### config.mk
export PLATFORM = sky130hd
export DESIGN_NAME = multicycle_controller
export DESIGN_NICKNAME = d
export VERILOG_FILES = /design/src/rtl/multicycle_controller.sv
export SDC_FILE = /design/constraint.sdc
export NUM_CORES = 1
export LEC_CHECK = 0
export ABC_AREA = 1
export CORE_AREA = 4 4 50 52
export CTS_CLUSTER_DIAMETER = 60
export DETAILED_ROUTE_END_ITERATION = 10
export DIE_AREA = 0 0 54 56
export PLACE_DENSITY = 0.82
export SKIP_CTS_REPAIR_TIMING = 1
export SYNTH_ARGS = -nofsm -noshare
export SYNTH_HDL_FRONTEND = slang
export SYNTH_SLANG_ARGS = --single-unit
export TNS_END_PERCENT = 1
### constraint.sdc
create_clock -name Clk -period 2.25 [get_ports Clk]
set_input_delay 0.5625 -clock Clk [delete_from_list [all_inputs] [get_ports Clk]]
set_output_delay 0.5625 -clock Clk [all_outputs]
set_load 0.01 [all_outputs]
### src/rtl/multicycle_controller.sv
// rtl/multicycle_controller.sv - multicycle ARM control FSM with decode, condition check and NZCV flags
// Optional MC_MEMREADY_EN adds a MemReady input that stalls FETCH, MEMREAD and MEMWRITE.
module multicycle_controller #(
  parameter int STATE_W = 4
) (
  input  logic        Clk,
  input  logic        Rst,
  input  logic [19:0] Instr,
  input  logic [3:0]  ALUFlags,
`ifdef MC_MEMREADY_EN
  input  logic        MemReady,
`endif
  output logic        PCWrite,
  output logic        AdrSrc,
  output logic        MemWrite,
  output logic        IRWrite,
  output logic        RegWrite,
  output logic [1:0]  ResultSrc,
  output logic        ALUSrcA,
  output logic [1:0]  ALUSrcB,
  output logic [1:0]  ImmSrc,
  output logic [1:0]  RegSrc,
  output logic [1:0]  ALUControl
);

  localparam logic [STATE_W-1:0] S_FETCH    = STATE_W'(0);
  localparam logic [STATE_W-1:0] S_DECODE   = STATE_W'(1);
  localparam logic [STATE_W-1:0] S_MEMADR   = STATE_W'(2);
  localparam logic [STATE_W-1:0] S_MEMREAD  = STATE_W'(3);
  localparam logic [STATE_W-1:0] S_MEMWB    = STATE_W'(4);
  localparam logic [STATE_W-1:0] S_MEMWRITE = STATE_W'(5);
  localparam logic [STATE_W-1:0] S_EXECR    = STATE_W'(6);
  localparam logic [STATE_W-1:0] S_EXECI    = STATE_W'(7);
  localparam logic [STATE_W-1:0] S_ALUWB    = STATE_W'(8);
  localparam logic [STATE_W-1:0] S_BRANCH   = STATE_W'(9);

  logic [STATE_W-1:0] state_q, state_d;
  logic [3:0]         flags_q, flags_d;

  logic mem_rdy;
`ifdef MC_MEMREADY_EN
  assign mem_rdy = MemReady;
`else
  assign mem_rdy = 1'b1;
`endif

  // Instr holds IR[31:12]; field positions below are offset by 12.
  logic [3:0] cond;
  logic [1:0] op;
  logic       imm_bit;
  logic [3:0] cmd;
  logic       s_bit;
  logic       u_bit;
  logic       l_bit;
  logic       rd_pc;
  logic       unused_rn;

  assign cond      = Instr[19:16];
  assign op        = Instr[15:14];
  assign imm_bit   = Instr[13];
  assign cmd       = Instr[12:9];
  assign s_bit     = Instr[8];
  assign u_bit     = Instr[11];
  assign l_bit     = Instr[8];
  assign rd_pc     = (Instr[3:0] == 4'b1111);
  assign unused_rn = ^Instr[7:4];

  logic flag_n, flag_z, flag_c, flag_v;
  assign {flag_n, flag_z, flag_c, flag_v} = flags_q;

  logic cond_ex;
  always_comb begin
    cond_ex = 1'b0;
    case (cond)
      4'b0000: cond_ex = flag_z;
      4'b0001: cond_ex = !flag_z;
      4'b0010: cond_ex = flag_c;
      4'b0011: cond_ex = !flag_c;
      4'b0100: cond_ex = flag_n;
      4'b0101: cond_ex = !flag_n;
      4'b0110: cond_ex = flag_v;
      4'b0111: cond_ex = !flag_v;
      4'b1000: cond_ex = flag_c && !flag_z;
      4'b1001: cond_ex = !flag_c || flag_z;
      4'b1010: cond_ex = (flag_n == flag_v);
      4'b1011: cond_ex = (flag_n != flag_v);
      4'b1100: cond_ex = !flag_z && (flag_n == flag_v);
      4'b1101: cond_ex = flag_z || (flag_n != flag_v);
      4'b1110: cond_ex = 1'b1;
      default: cond_ex = 1'b0;
    endcase
  end

  // Unknown cmd executes as ADD but never touches the flags.
  logic [1:0] alu_dp;
  logic [1:0] flag_w;
  logic       is_cmp;
  always_comb begin
    alu_dp = 2'b00;
    flag_w = 2'b00;
    is_cmp = 1'b0;
    case (cmd)
      4'b0100: begin alu_dp = 2'b00; flag_w = 2'b11; end
      4'b0010: begin alu_dp = 2'b01; flag_w = 2'b11; end
      4'b0000: begin alu_dp = 2'b10; flag_w = 2'b10; end
      4'b1100: begin alu_dp = 2'b11; flag_w = 2'b10; end
      4'b1010: begin alu_dp = 2'b01; flag_w = 2'b11; is_cmp = 1'b1; end
      default: begin alu_dp = 2'b00; flag_w = 2'b00; end
    endcase
  end

  always_ff @(posedge Clk or negedge Rst) begin
    if (!Rst) begin
      state_q <= S_FETCH;
      flags_q <= 4'b0000;
    end else begin
      state_q <= state_d;
      flags_q <= flags_d;
    end
  end

  always_comb begin
    state_d = state_q;
    case (state_q)
      S_FETCH:    if (mem_rdy) state_d = S_DECODE;
      S_DECODE: begin
        case (op)
          2'b00:   state_d = imm_bit ? S_EXECI : S_EXECR;
          2'b01:   state_d = S_MEMADR;
          2'b10:   state_d = S_BRANCH;
          default: state_d = S_FETCH;
        endcase
      end
      S_MEMADR:   state_d = l_bit ? S_MEMREAD : S_MEMWRITE;
      S_MEMREAD:  if (mem_rdy) state_d = S_MEMWB;
      S_MEMWRITE: if (mem_rdy) state_d = S_FETCH;
      S_EXECR,
      S_EXECI:    state_d = S_ALUWB;
      S_MEMWB,
      S_ALUWB,
      S_BRANCH:   state_d = S_FETCH;
      default:    state_d = S_FETCH;
    endcase
  end

  always_comb begin
    flags_d = flags_q;
    if ((state_q == S_EXECR || state_q == S_EXECI) && s_bit && cond_ex) begin
      if (flag_w[1]) flags_d[3:2] = ALUFlags[3:2];
      if (flag_w[0]) flags_d[1:0] = ALUFlags[1:0];
    end
  end

  // Every output is forced low while reset is held, including the static decode.
  always_comb begin
    PCWrite    = 1'b0;
    AdrSrc     = 1'b0;
    MemWrite   = 1'b0;
    IRWrite    = 1'b0;
    RegWrite   = 1'b0;
    ResultSrc  = 2'b00;
    ALUSrcA    = 1'b0;
    ALUSrcB    = 2'b00;
    ImmSrc     = 2'b00;
    RegSrc     = 2'b00;
    ALUControl = 2'b00;
    if (Rst) begin
      ImmSrc = op;
      RegSrc = {(op == 2'b01) && !l_bit, op == 2'b10};
      case (state_q)
        S_FETCH: begin
          IRWrite   = mem_rdy;
          PCWrite   = mem_rdy;
          ALUSrcA   = 1'b1;
          ALUSrcB   = 2'b10;
          ResultSrc = 2'b10;
        end
        S_DECODE: begin
          ALUSrcA   = 1'b1;
          ALUSrcB   = 2'b10;
          ResultSrc = 2'b10;
        end
        S_MEMADR: begin
          ALUSrcB    = 2'b01;
          ALUControl = u_bit ? 2'b00 : 2'b01;
        end
        S_MEMREAD: AdrSrc = 1'b1;
        S_MEMWB: begin
          ResultSrc = 2'b01;
          if (rd_pc) PCWrite  = cond_ex;
          else       RegWrite = cond_ex;
        end
        S_MEMWRITE: begin
          AdrSrc   = 1'b1;
          MemWrite = cond_ex;
        end
        S_EXECR: ALUControl = alu_dp;
        S_EXECI: begin
          ALUSrcB    = 2'b01;
          ALUControl = alu_dp;
        end
        S_ALUWB: begin
          if (!is_cmp) begin
            if (rd_pc) PCWrite  = cond_ex;
            else       RegWrite = cond_ex;
          end
        end
        S_BRANCH: begin
          ALUSrcA   = 1'b1;
          ALUSrcB   = 2'b01;
          ResultSrc = 2'b10;
          PCWrite   = cond_ex;
        end
        default: ;
      endcase
    end
  end

endmodule

==> results by group <==
Status
  – Outcome: finished with violations
  – Failing checks: negative setup slack

Timing
  – Fmax: between 0.4 and 0.5 GHz
  – Final Hold Vio Count: 0
  – Final setup viols: 7
  – Tmin final: roughly 2400 ps
  – Worst slew margin: 68.6%
  – Final cycle utilization of the critical path: 107%
  – Final setup TNS: -603 ps
  – Fin. max-slew vios: 0
  – Final worst slack: -157 ps
  – RSZ-0062 raised after global routing: true
  – Slew @ Worst Pin: between 400 and 500 ps
  – Clk_skew: 4.72 ps

Setup path
  – CP top delay family: buffers and inverters
  – Crit path buf inv count: 4
  – Worst path cell trace: clkdlybuf4s50_1 -> nor2_1 -> inv_1 -> buf_4 -> o31ai_2 -> a21oi_1 -> nor2_1 -> clkbuf_2
  – Reg2Reg Depth: 9
  – Reg2Reg Launch Point: state_q[3]$_DFF_PN0_
  – Critical path endpoint category: output port
  – Critical Path Start Type: primary input
  – Critical path arrival: around 1800 ps
  – Slowest-stage cell, CP: clkdlybuf4s50_1
  – Terminus of the critical flop-to-flop path: flags_q[1]$_DFFE_PN0P_
  – Critical path's most frequent cell: nor2_1
  – R2r setup slk: 650 ps
  – CP peak stage delay: approximately 420 ps
  – Type of the worst setup path: primary input to output port
  – Crit Path Max Fanout: 2
  – Required @ worst endpoint: around 1700 ps

Flow run
  – Max-cap violations: 0

Pwr
  – Clock power frac: 10.8%
  – Leakage: between 0.8 and 0.9 nW
  – Switching share of power: ~44%
  – Worst vdd ir: about 0.65 mV
  – Sequential share of power: a little under a quarter
  – Power Internal: about 0.56 mW
  – Fraction of power consumed by combinational cells: between 60 and 70%
  – Sw Pwr: between 0.4 and 0.5 mW
  – Pwr/cell area: a little under 700 mW/mm^2

Die
  – Core ar.: approximately 0.0021 mm^2
  – Die Ht: ~56 um
  – I/O pin cnt: 42
  – Cell row count: 17
  – Initial core utilization: slightly above 40%
  – Die Width: between 50 and 60 um
  – Die ar.: 0.00302 mm^2

Logic synthesis
  – Cells after Synth: ~150
  – Synth top cells by count: nand2_1, inv_1, nor2_1, nand3_1, dfrtp_1
  – Synth Flop Type: dfrtp_1
  – Synth Cell Area: 862 um^2
  – Seq/Total Area, Yosys: 23.2%
  – Yosys top cell area share: a little under a quarter
  – Syn_nets: about 170
  – Yosys warning total: 0
  – EDFF count, synth: 0
  – FF+latch count, synth: 8
  – Asr flop ratio synth: 100%
  – Synth unique cells: 26
  – Most common cell in the synthesized netlist: nand2_1
  – Post-synth top area cell: dfrtp_1
  – Top cells by area, synth: dfrtp_1, nand2_1, inv_1
  – Avg Cell Area, Syn: a little under 6 um^2

GRT
  – Largest net degree at the start of global routing: 12
  – Met3 Resource Use GR: approximately 5.6%
  – GR Layer Usage met1: between 10% and 20%
  – Vias in the first global route: 1,191
  – Grt ovf: 0
  – M2 GR Usage: a little under two fifths
  – First-pass GRT wire length: between 4000 and 5000 um
  – Overall global routing resource usage: between 10% and 20%
  – Busiest grt layer: met2
  – Initial antenna violation count: 0

Route
  – Final ANT Viol Nets: 0
  – Initial DRC count: 23
  – Routed via count: approximately 1,200
  – DR DRC count: 0
  – Wire per inst: between 10 and 15 um
  – First-pass iteration count of the detailed router: 4
  – Vias per cell: around 5.0
  – Detailed Route WL: between 2000 and 3000 um

Clock network
  – H-tree depth: 1
  – Clock latency on the worst-skew pair: 250 ps
  – CTS Root Cell: clkbuf_4
  – TritonCTS Buffers: 3
  – CTS tree: done
  – Reg clk slew, reported paths: roughly 50 ps
  – Clock sinks: 8
  – Buffer levels on the longest clock path: 2

Placed design
  – Cells after DPL: between 200 and 250
  – Port bufs: 37
  – Gpl congestion: roughly 0.85
  – DP HPWL: between 2000 and 2500 um

Final layout
  – Fillers: about 180
  – Layout Cells excl Fill: approximately 240
  – N_diodes: 0
  – Area growth syn-to-layout: 70.5%
  – Layout cells sized above 1: between 20% and 30%
  – Nets@finish: between 200 and 250

Min path
  – Worst min path class: primary input to asynchronous set/reset pin
==> routing by layer <==
layer / share of wire [%] / wire length [um]
met1: 37 / 1050
met2: 56 / 1590
met3: 5.5 / 157
met4: 1.4 / 40
met5: 0 / 0
==> power by group through the flow <==
stage          logic (mW)  clock network, mW  registers [mW]
3_5_place_dp        0.679                  0           0.227
5_1_grt             0.733              0.121           0.233
2_1_floorplan       0.332                  0           0.223
4_1_cts             0.684              0.109           0.224
6_report            0.664              0.108           0.227
3_3_place_gp        0.661                  0           0.227
==> placed cells by master, fill, tap and decap left out <==
master / instances
a22oi_2: 1
nand3b_1: 1
nor3_1: 3
nand3_1: 13
a2111oi_2: 1
nor2_2: 3
nand2_2: 2
buf_4: 23
a21oi_1: 5
nand3_2: 2
clkinv_1: 1
inv_2: 3
o21ai_0: 2
nand2_1: 43
o31ai_1: 2
clkbuf_4: 3
o22ai_1: 1
inv_1: 24
clkbuf_2: 4
clkdlybuf4s50_1: 19
a21oi_2: 2
dfrtp_1: 8
o211ai_1: 1
a31oi_1: 3
o31ai_2: 1
buf_2: 2
dlymetal6s2s_1: 12
nand3_4: 1
nand4_1: 6
nor3b_1: 1
nor2_1: 15
o21ai_1: 1
==> state kept, by name, indices dropped and copies added (netlist names) <==
register  count
flags_q       4
state_q       4
==> cell families (layout without fill, tap and decap cells) <==
group	Yosys count	in the layout	share of synthesized area (%)
compound gates	20	20	14.9
buf+inv	30	91	13.2
flops	8	8	23.2
simple gates	90	90	48.6
==> per-stage QoR <==
step	power [mW]	area, um^2	hold WS, ps	util (%)	setup slack, ps
global placement	0.888	1430	509	68.0	-700
finish	0.999	1470	290	69.8	-157
CTS	1.02	1450	519	69.0	-762
detailed placement	0.906	1430	507	68.0	-753
global route	1.09	1470	295	69.8	-250
floorplan	0.556	862	267	-	237
==> how the worst max path moves through the flow <==
stage          startpoint             to  slack [ps]  cells past startpoint
2_1_floorplan   Instr[10]  ALUControl[1]         240                      5
3_3_place_gp    Instr[19]        PCWrite        -700                     12
3_5_place_dp    Instr[18]        PCWrite        -750                     10
4_1_cts         Instr[18]        PCWrite        -760                     10
5_1_grt          Instr[9]  ALUControl[0]        -250                      8
6_report         Instr[9]  ALUControl[0]        -160                      8
==> area by class of cell <==
class	count	area, um^2	share of cell area, %
sequential	8	200	13.6
inverter	28	105	7.15
multi-input combinational	110	564	38.4
tap	28	35.0	2.38
clock buffer	3	22.5	1.53
timing repair buffer	60	543	36.9
Note: power is estimated with default switching activity, not from simulation.
